$ cat src/rtl/fg_sequencer.sv
// Function-generator sequencer: phase-accumulator playback of an 8-point waveform,
// with a shadow program register set that is swapped in at the next period boundary.
module fg_sequencer #(
  parameter int ACC_W = 27
) (
  input  logic         clk,
  input  logic         reset,
  input  logic         fg_en,
  input  logic         program_ready,
  input  logic [175:0] prog_bytes,
  output logic [11:0]  sample,
  output logic         sample_valid,
  output logic         period_start,
  output logic [11:0]  ps_setpoint,
  output logic [1:0]   range,
  output logic         running,
  output logic         loaded
);

  typedef enum logic [1:0] {IDLE, RUN, SWAP_PENDING} state_t;

  state_t           state_q, state_d;
  logic [ACC_W-1:0] acc_q, acc_d;
  logic [23:0]      act_freq_q, act_freq_d, sh_freq_q, sh_freq_d;
  logic [7:0][11:0] act_wf_q, act_wf_d, sh_wf_q, sh_wf_d;
  logic [1:0]       act_range_q, act_range_d, sh_range_q, sh_range_d;
  logic [11:0]      sample_q, sample_d;
  logic [11:0]      ps_setpoint_q, ps_setpoint_d;
  logic             sample_valid_q, sample_valid_d;
  logic             period_start_q, period_start_d;
  logic             running_q, running_d;
  logic             loaded_q, loaded_d;

  logic [11:0]      dec_ps;
  logic [23:0]      dec_freq;
  logic [7:0][11:0] dec_wf;
  logic [1:0]       dec_range;
  logic             unused_prog_bits;

  always_comb begin
    dec_ps    = {prog_bytes[3:0], prog_bytes[15:8]};
    dec_freq  = {prog_bytes[23:16], prog_bytes[31:24], prog_bytes[39:32]};
    dec_range = prog_bytes[169:168];
    for (int n = 0; n < 8; n++) begin
      dec_wf[n] = {prog_bytes[8*(5+2*n) +: 4], prog_bytes[8*(6+2*n) +: 8]};
    end
  end

  // High nibbles of the packed 12-bit fields carry no information.
  assign unused_prog_bits = ^{prog_bytes[7:4], prog_bytes[47:44], prog_bytes[63:60],
                              prog_bytes[79:76], prog_bytes[95:92], prog_bytes[111:108],
                              prog_bytes[127:124], prog_bytes[143:140], prog_bytes[159:156],
                              prog_bytes[175:170]};

  logic [ACC_W:0] acc_sum;
  logic           carry;
  logic [2:0]     idx_cur, idx_nxt;

  assign acc_sum = {1'b0, acc_q} + (ACC_W+1)'(act_freq_q);
  assign carry   = acc_sum[ACC_W];
  assign idx_cur = acc_q[ACC_W-1 -: 3];
  assign idx_nxt = acc_sum[ACC_W-1 -: 3];

  always_comb begin
    state_d        = state_q;
    acc_d          = acc_q;
    act_freq_d     = act_freq_q;
    act_wf_d       = act_wf_q;
    act_range_d    = act_range_q;
    sh_freq_d      = sh_freq_q;
    sh_wf_d        = sh_wf_q;
    sh_range_d     = sh_range_q;
    sample_d       = sample_q;
    sample_valid_d = 1'b0;
    period_start_d = 1'b0;
    ps_setpoint_d  = ps_setpoint_q;
    loaded_d       = loaded_q;

    if (program_ready) begin
      ps_setpoint_d = dec_ps;
      loaded_d      = 1'b1;
    end

    case (state_q)
      IDLE: begin
        acc_d    = '0;
        sample_d = '0;
        if (program_ready) begin
          act_freq_d  = dec_freq;
          act_wf_d    = dec_wf;
          act_range_d = dec_range;
          sh_freq_d   = dec_freq;
          sh_wf_d     = dec_wf;
          sh_range_d  = dec_range;
        end
        if (fg_en && loaded_q) begin
          state_d        = RUN;
          sample_d       = act_wf_d[0];
          sample_valid_d = 1'b1;
          period_start_d = 1'b1;
        end
      end

      RUN, SWAP_PENDING: begin
        if (!fg_en) begin
          // Stopping never loses a pending program: it becomes the active one.
          state_d  = IDLE;
          acc_d    = '0;
          sample_d = '0;
          if (state_q == SWAP_PENDING) begin
            act_freq_d  = sh_freq_q;
            act_wf_d    = sh_wf_q;
            act_range_d = sh_range_q;
          end
          if (program_ready) begin
            act_freq_d  = dec_freq;
            act_wf_d    = dec_wf;
            act_range_d = dec_range;
            sh_freq_d   = dec_freq;
            sh_wf_d     = dec_wf;
            sh_range_d  = dec_range;
          end
        end else if ((state_q == SWAP_PENDING) && carry) begin
          act_freq_d     = sh_freq_q;
          act_wf_d       = sh_wf_q;
          act_range_d    = sh_range_q;
          acc_d          = '0;
          sample_d       = sh_wf_q[0];
          sample_valid_d = 1'b1;
          period_start_d = 1'b1;
          if (program_ready) begin
            sh_freq_d  = dec_freq;
            sh_wf_d    = dec_wf;
            sh_range_d = dec_range;
          end else begin
            state_d = RUN;
          end
        end else begin
          acc_d = acc_sum[ACC_W-1:0];
          if (idx_nxt != idx_cur) begin
            sample_d       = act_wf_q[idx_nxt];
            sample_valid_d = 1'b1;
          end
          period_start_d = carry;
          if (program_ready) begin
            sh_freq_d  = dec_freq;
            sh_wf_d    = dec_wf;
            sh_range_d = dec_range;
            state_d    = SWAP_PENDING;
          end
        end
      end

      default: state_d = IDLE;
    endcase

    running_d = (state_d != IDLE);
  end

  always_ff @(posedge clk or posedge reset) begin
    if (reset) begin
      state_q        <= IDLE;
      acc_q          <= '0;
      act_freq_q     <= '0;
      act_wf_q       <= '0;
      act_range_q    <= '0;
      sh_freq_q      <= '0;
      sh_wf_q        <= '0;
      sh_range_q     <= '0;
      sample_q       <= '0;
      sample_valid_q <= 1'b0;
      period_start_q <= 1'b0;
      ps_setpoint_q  <= '0;
      running_q      <= 1'b0;
      loaded_q       <= 1'b0;
    end else begin
      state_q        <= state_d;
      acc_q          <= acc_d;
      act_freq_q     <= act_freq_d;
      act_wf_q       <= act_wf_d;
      act_range_q    <= act_range_d;
      sh_freq_q      <= sh_freq_d;
      sh_wf_q        <= sh_wf_d;
      sh_range_q     <= sh_range_d;
      sample_q       <= sample_d;
      sample_valid_q <= sample_valid_d;
      period_start_q <= period_start_d;
      ps_setpoint_q  <= ps_setpoint_d;
      running_q      <= running_d;
      loaded_q       <= loaded_d;
    end
  end

  assign sample       = sample_q;
  assign sample_valid = sample_valid_q;
  assign period_start = period_start_q;
  assign ps_setpoint  = ps_setpoint_q;
  assign range        = act_range_q;
  assign running      = running_q;
  assign loaded       = loaded_q;

endmodule
$ cat config.mk
export PLATFORM = sky130hd
export DESIGN_NAME = fg_sequencer
export DESIGN_NICKNAME = d
export VERILOG_FILES = /design/src/rtl/fg_sequencer.sv
export SDC_FILE = /design/constraint.sdc
export NUM_CORES = 1
export LEC_CHECK = 0
export ABC_CLOCK_PERIOD_IN_PS = 20700
export CORE_ASPECT_RATIO = 0.8
export CORE_MARGIN = 2
export CORE_UTILIZATION = 40
export CTS_CLUSTER_SIZE = 10
export DETAILED_ROUTE_END_ITERATION = 12
export GPL_TIMING_DRIVEN = 0
export PLACE_DENSITY = 0.73
export SETUP_SLACK_MARGIN = 0.3
export SLEW_MARGIN = 25
export SYNTH_ARGS = -nofsm -noshare
export SYNTH_HDL_FRONTEND = slang
export SYNTH_SLANG_ARGS = --single-unit
$ cat constraint.sdc
create_clock -name clk -period 20.7 [get_ports clk]
set_input_delay 4.14 -clock clk [delete_from_list [all_inputs] [get_ports clk]]
set_output_delay 4.14 -clock clk [all_outputs]
set_load 0.03 [all_outputs]
==> impl_metrics.json <==
{
  "status": "completed",
  "combPwrFrac_pct": 47.1,
  "ctsResizeCount": 0,
  "critical_path_class": "in2reg",
  "slew_headroom_pct": 26.5,
  "yosys_warnings": 0,
  "area_delta_synth_final_pct": 22.1,
  "grt_pass1_vias": 12600,
  "setup_ws_ns": 14.16,
  "endpoint_kind": "flip-flop",
  "drc_errors": 0,
  "worstReg2RegStart": "acc_q[0]",
  "core_sq_um": 38300,
  "viasPerCell": 5.98,
  "maxCapViolCount": 0,
  "rsz0062_at_grt": "no",
  "clk_latency_ns": 0.55,
  "io_pins": 210,
  "gr-total-overflow": 0,
  "slew_violations": 0,
  "synth_flop_cell": "dfrtp_1",
  "setup_tns_ns": 0,
  "syn_inst": 1494,
  "grt_pass1_wl_um": 72500,
  "period_needed_ns": 6.54,
  "final.fill_count": 3508,
  "swShare_pct": 42.5,
  "dp_hpwl_um": 34500,
  "initial_utilization_pct": 40.5,
  "portBuffers": 166,
  "clockPowerShare_pct": 19.8,
  "worstSetupStartpointType": "primary input",
  "leakage_nw": 7.82,
  "async_flop_share_pct": 100,
  "reg2reg_slack_ns": 16.65,
  "ir_worst_vdd_uv": 67.4,
  "setup_viol": 0,
  "numCtsBuffers": 37,
  "syn_avg_cell_area_sq_um": 10.4,
  "p_per_area_nw_per_um2": 158,
  "die-width_um": 224,
  "required_ns": 21.15,
  "die_h_um": 180,
  "synth_area_sq_um": 15500,
  "firstDrtPassIters": 6,
  "synth_edf_count": 0,
  "wire_per_inst_um": 21.2,
  "rows": 64,
  "worst_pin_slew_ns": 1.10,
  "synth_cell_type_count": 68,
  "fin_crit_sh_pct": 31.6,
  "synth_nets": 1703,
  "fmax_ghz": 0.153,
  "grt_max_degree": 82,
  "min_path_type": "reg2reg",
  "finalWirelength_um": 46900,
  "ys_ff_latch": 301,
  "cts_setup_buffers": 0,
  "finalHoldViolations": 0,
  "clk_path_buf_depth": 3,
  "gp_congestion": 0.921,
  "final_layout_size_suffix_gt1_share_pct": 15.3,
  "whs_endpoint": "acc_q[9]",
  "antenna_found_initial": 2,
  "antenna_left": 0,
  "reg2reg_to": "sample[11]",
  "clockRootBuffer": "clkbuf_16",
  "die-area_sq_um": 40400,
  "finalClockSkew_ns": 0.0244,
  "dp_slack_ns": 13.67,
  "p_total_w": 0.00300,
  "vias": 13200,
  "cts_hold_buf": 0,
  "internal_power_w": 0.00173,
  "yosysSeqAreaShare_pct": 48.5,
  "cts_tree": "yes",
  "holdCritStartpoint": "acc_q[9]",
  "clkTransAtPathRegs_ns": 0.05,
  "hold-path-cell-count": 2,
  "grtUsageTotal_pct": 22.8,
  "worst-path-max-fanout": 10,
  "p_seq_share_pct": 33.1,
  "worstRegToRegCells": 12,
  "cp.arrival_ns": 6.99,
  "final_nets": 1911,
  "htreeDepth": 2,
  "p_sw_w": 0.00128,
  "cts_sinks": 301,
  "drt-initial-drc-count": 1400
}
## final cells by class
type                            count  area [sq um]  share of cell area [%]
Timing Repair Buffer              169          1740                    9.20
Clock inverter                      6           110                   0.581
Inverter                           11          48.8                   0.258
Tap cell                          495           619                    3.27
Sequential cell                   301          7530                    39.8
Buffer                            121           544                    2.87
Antenna cell                        2          5.00                  0.0264
Clock buffer                       40           947                    5.00
Multi-Input combinational cell   1061          7400                    39.0
## worst max path at each step
stage          depth (start not counted)  start           end
6_report                               8  fg_en  act_wf_q[90]
5_1_grt                                8  fg_en  act_wf_q[91]
4_1_cts                                8  fg_en  act_wf_q[92]
3_5_place_dp                           8  fg_en  act_wf_q[92]
3_3_place_gp                           2  reset   sh_wf_q[82]
2_1_floorplan                          1  reset      acc_q[0]
## cells by family after synthesis
family / Yosys count / synth area share, %
mux: 167 / 12.0
compound gates: 505 / 22.2
buf+inv: 132 / 3.77
fa+ha+maj: 29 / 2.39
simple gates: 342 / 10.1
xor+xnor: 18 / 1.02
flops: 301 / 48.5
## sequential cells by signal (all words and copies together) (netlist names)
signal / count
range: 2
running: 1
period_start: 1
acc_q: 27
sh_range_q: 2
act_freq_q: 24
sample: 12
sample_valid: 1
ps_setpoint: 12
act_wf_q: 96
loaded: 1
state_q: 2
sh_wf_q: 96
sh_freq_q: 24
## Yosys cell counts (all sizes together), types with 4 or more instances
cell type / instances / area share (%)
mux2: 147 / 11
nor3: 15 / 0.52
and2: 6 / 0.24
xnor2: 12 / 0.68
nor2: 150 / 3.7
clkbuf: 75 / 1.8
a211oi: 28 / 1.6
o211a: 4 / 0.26
o21a: 8 / 0.40
mux2i: 20 / 1.3
dfrtp: 301 / 49
nand3: 11 / 0.39
and4: 15 / 0.85
xor2: 6 / 0.34
or2: 7 / 0.28
a221o: 16 / 1.0
o211ai: 11 / 0.53
a31oi: 54 / 2.2
o22ai: 25 / 1.0
nand2b: 6 / 0.24
buf: 46 / 1.7
a22oi: 108 / 5.2
ha: 28 / 2.3
a21o: 8 / 0.39
o21ai: 41 / 1.4
and3: 11 / 0.44
a221oi: 16 / 0.90
or3: 8 / 0.32
nand4: 7 / 0.32
a21oi: 137 / 4.4
a32o: 5 / 0.32
inv: 11 / 0.27
a22o: 19 / 1.1
nand2: 97 / 2.4
## layout by cell type (no fill, tap or decap), types with 19 or more instances in the layout
cell               n
dfrtp_1          301
clkdlybuf4s50_1  166
nor2_1           149
mux2_2           144
a21oi_1          137
a22oi_1          108
nand2_1           96
clkbuf_1          77
a31oi_1           54
clkbuf_16         37
o21ai_0           32
buf_2             30
ha_1              28
o22ai_1           25
a211oi_1          20
mux2i_1           20
a22o_1            19
## power by group through the flow
stage                     Clock (W)  Sequential (W)  Combinational, W
after floorplan                   0        0.000947          0.000990
after global placement            0        0.000991           0.00135
after detailed placement          0        0.000996           0.00139
after CTS                  0.000604        0.000989           0.00140
after global routing       0.000627         0.00101           0.00156
final                      0.000593        0.000995           0.00141
## stage by stage
step | util, % | std cells | hold WS (ns) | instance area, sq um
4_1_cts | 49.5 | 2204 | 0.496 | 18900
3_3_place_gp | 46.5 | 2155 | 0.474 | 17800
6_report | 49.5 | 2206 | 0.494 | 18900
5_1_grt | 49.5 | 2205 | 0.511 | 18900
3_5_place_dp | 46.7 | 2158 | 0.481 | 17900
2_1_floorplan | - | 1494 | 0.453 | 15500
## routing by layer
metal | wire length, um | track usage [%] | vias up
met1 | 21200 | 33.3 | 6535
li1 | - | - | 5999
met5 | 0 | 0 | -
met2 | 20400 | 33.8 | 573
met3 | 4100 | 5.19 | 78
met4 | 1200 | 7.05 | 0
## worst max-delay path, stage by stage
cell and delay [ns]:
clkdlybuf4s50_1 0.51, and2_1 0.24, clkbuf_1 0.23, nor2_1 0.38
clkbuf_1 0.65, clkbuf_1 0.43, a22oi_1 0.18, a21oi_1 0.21
Note: power is estimated with default switching activity, not from simulation.
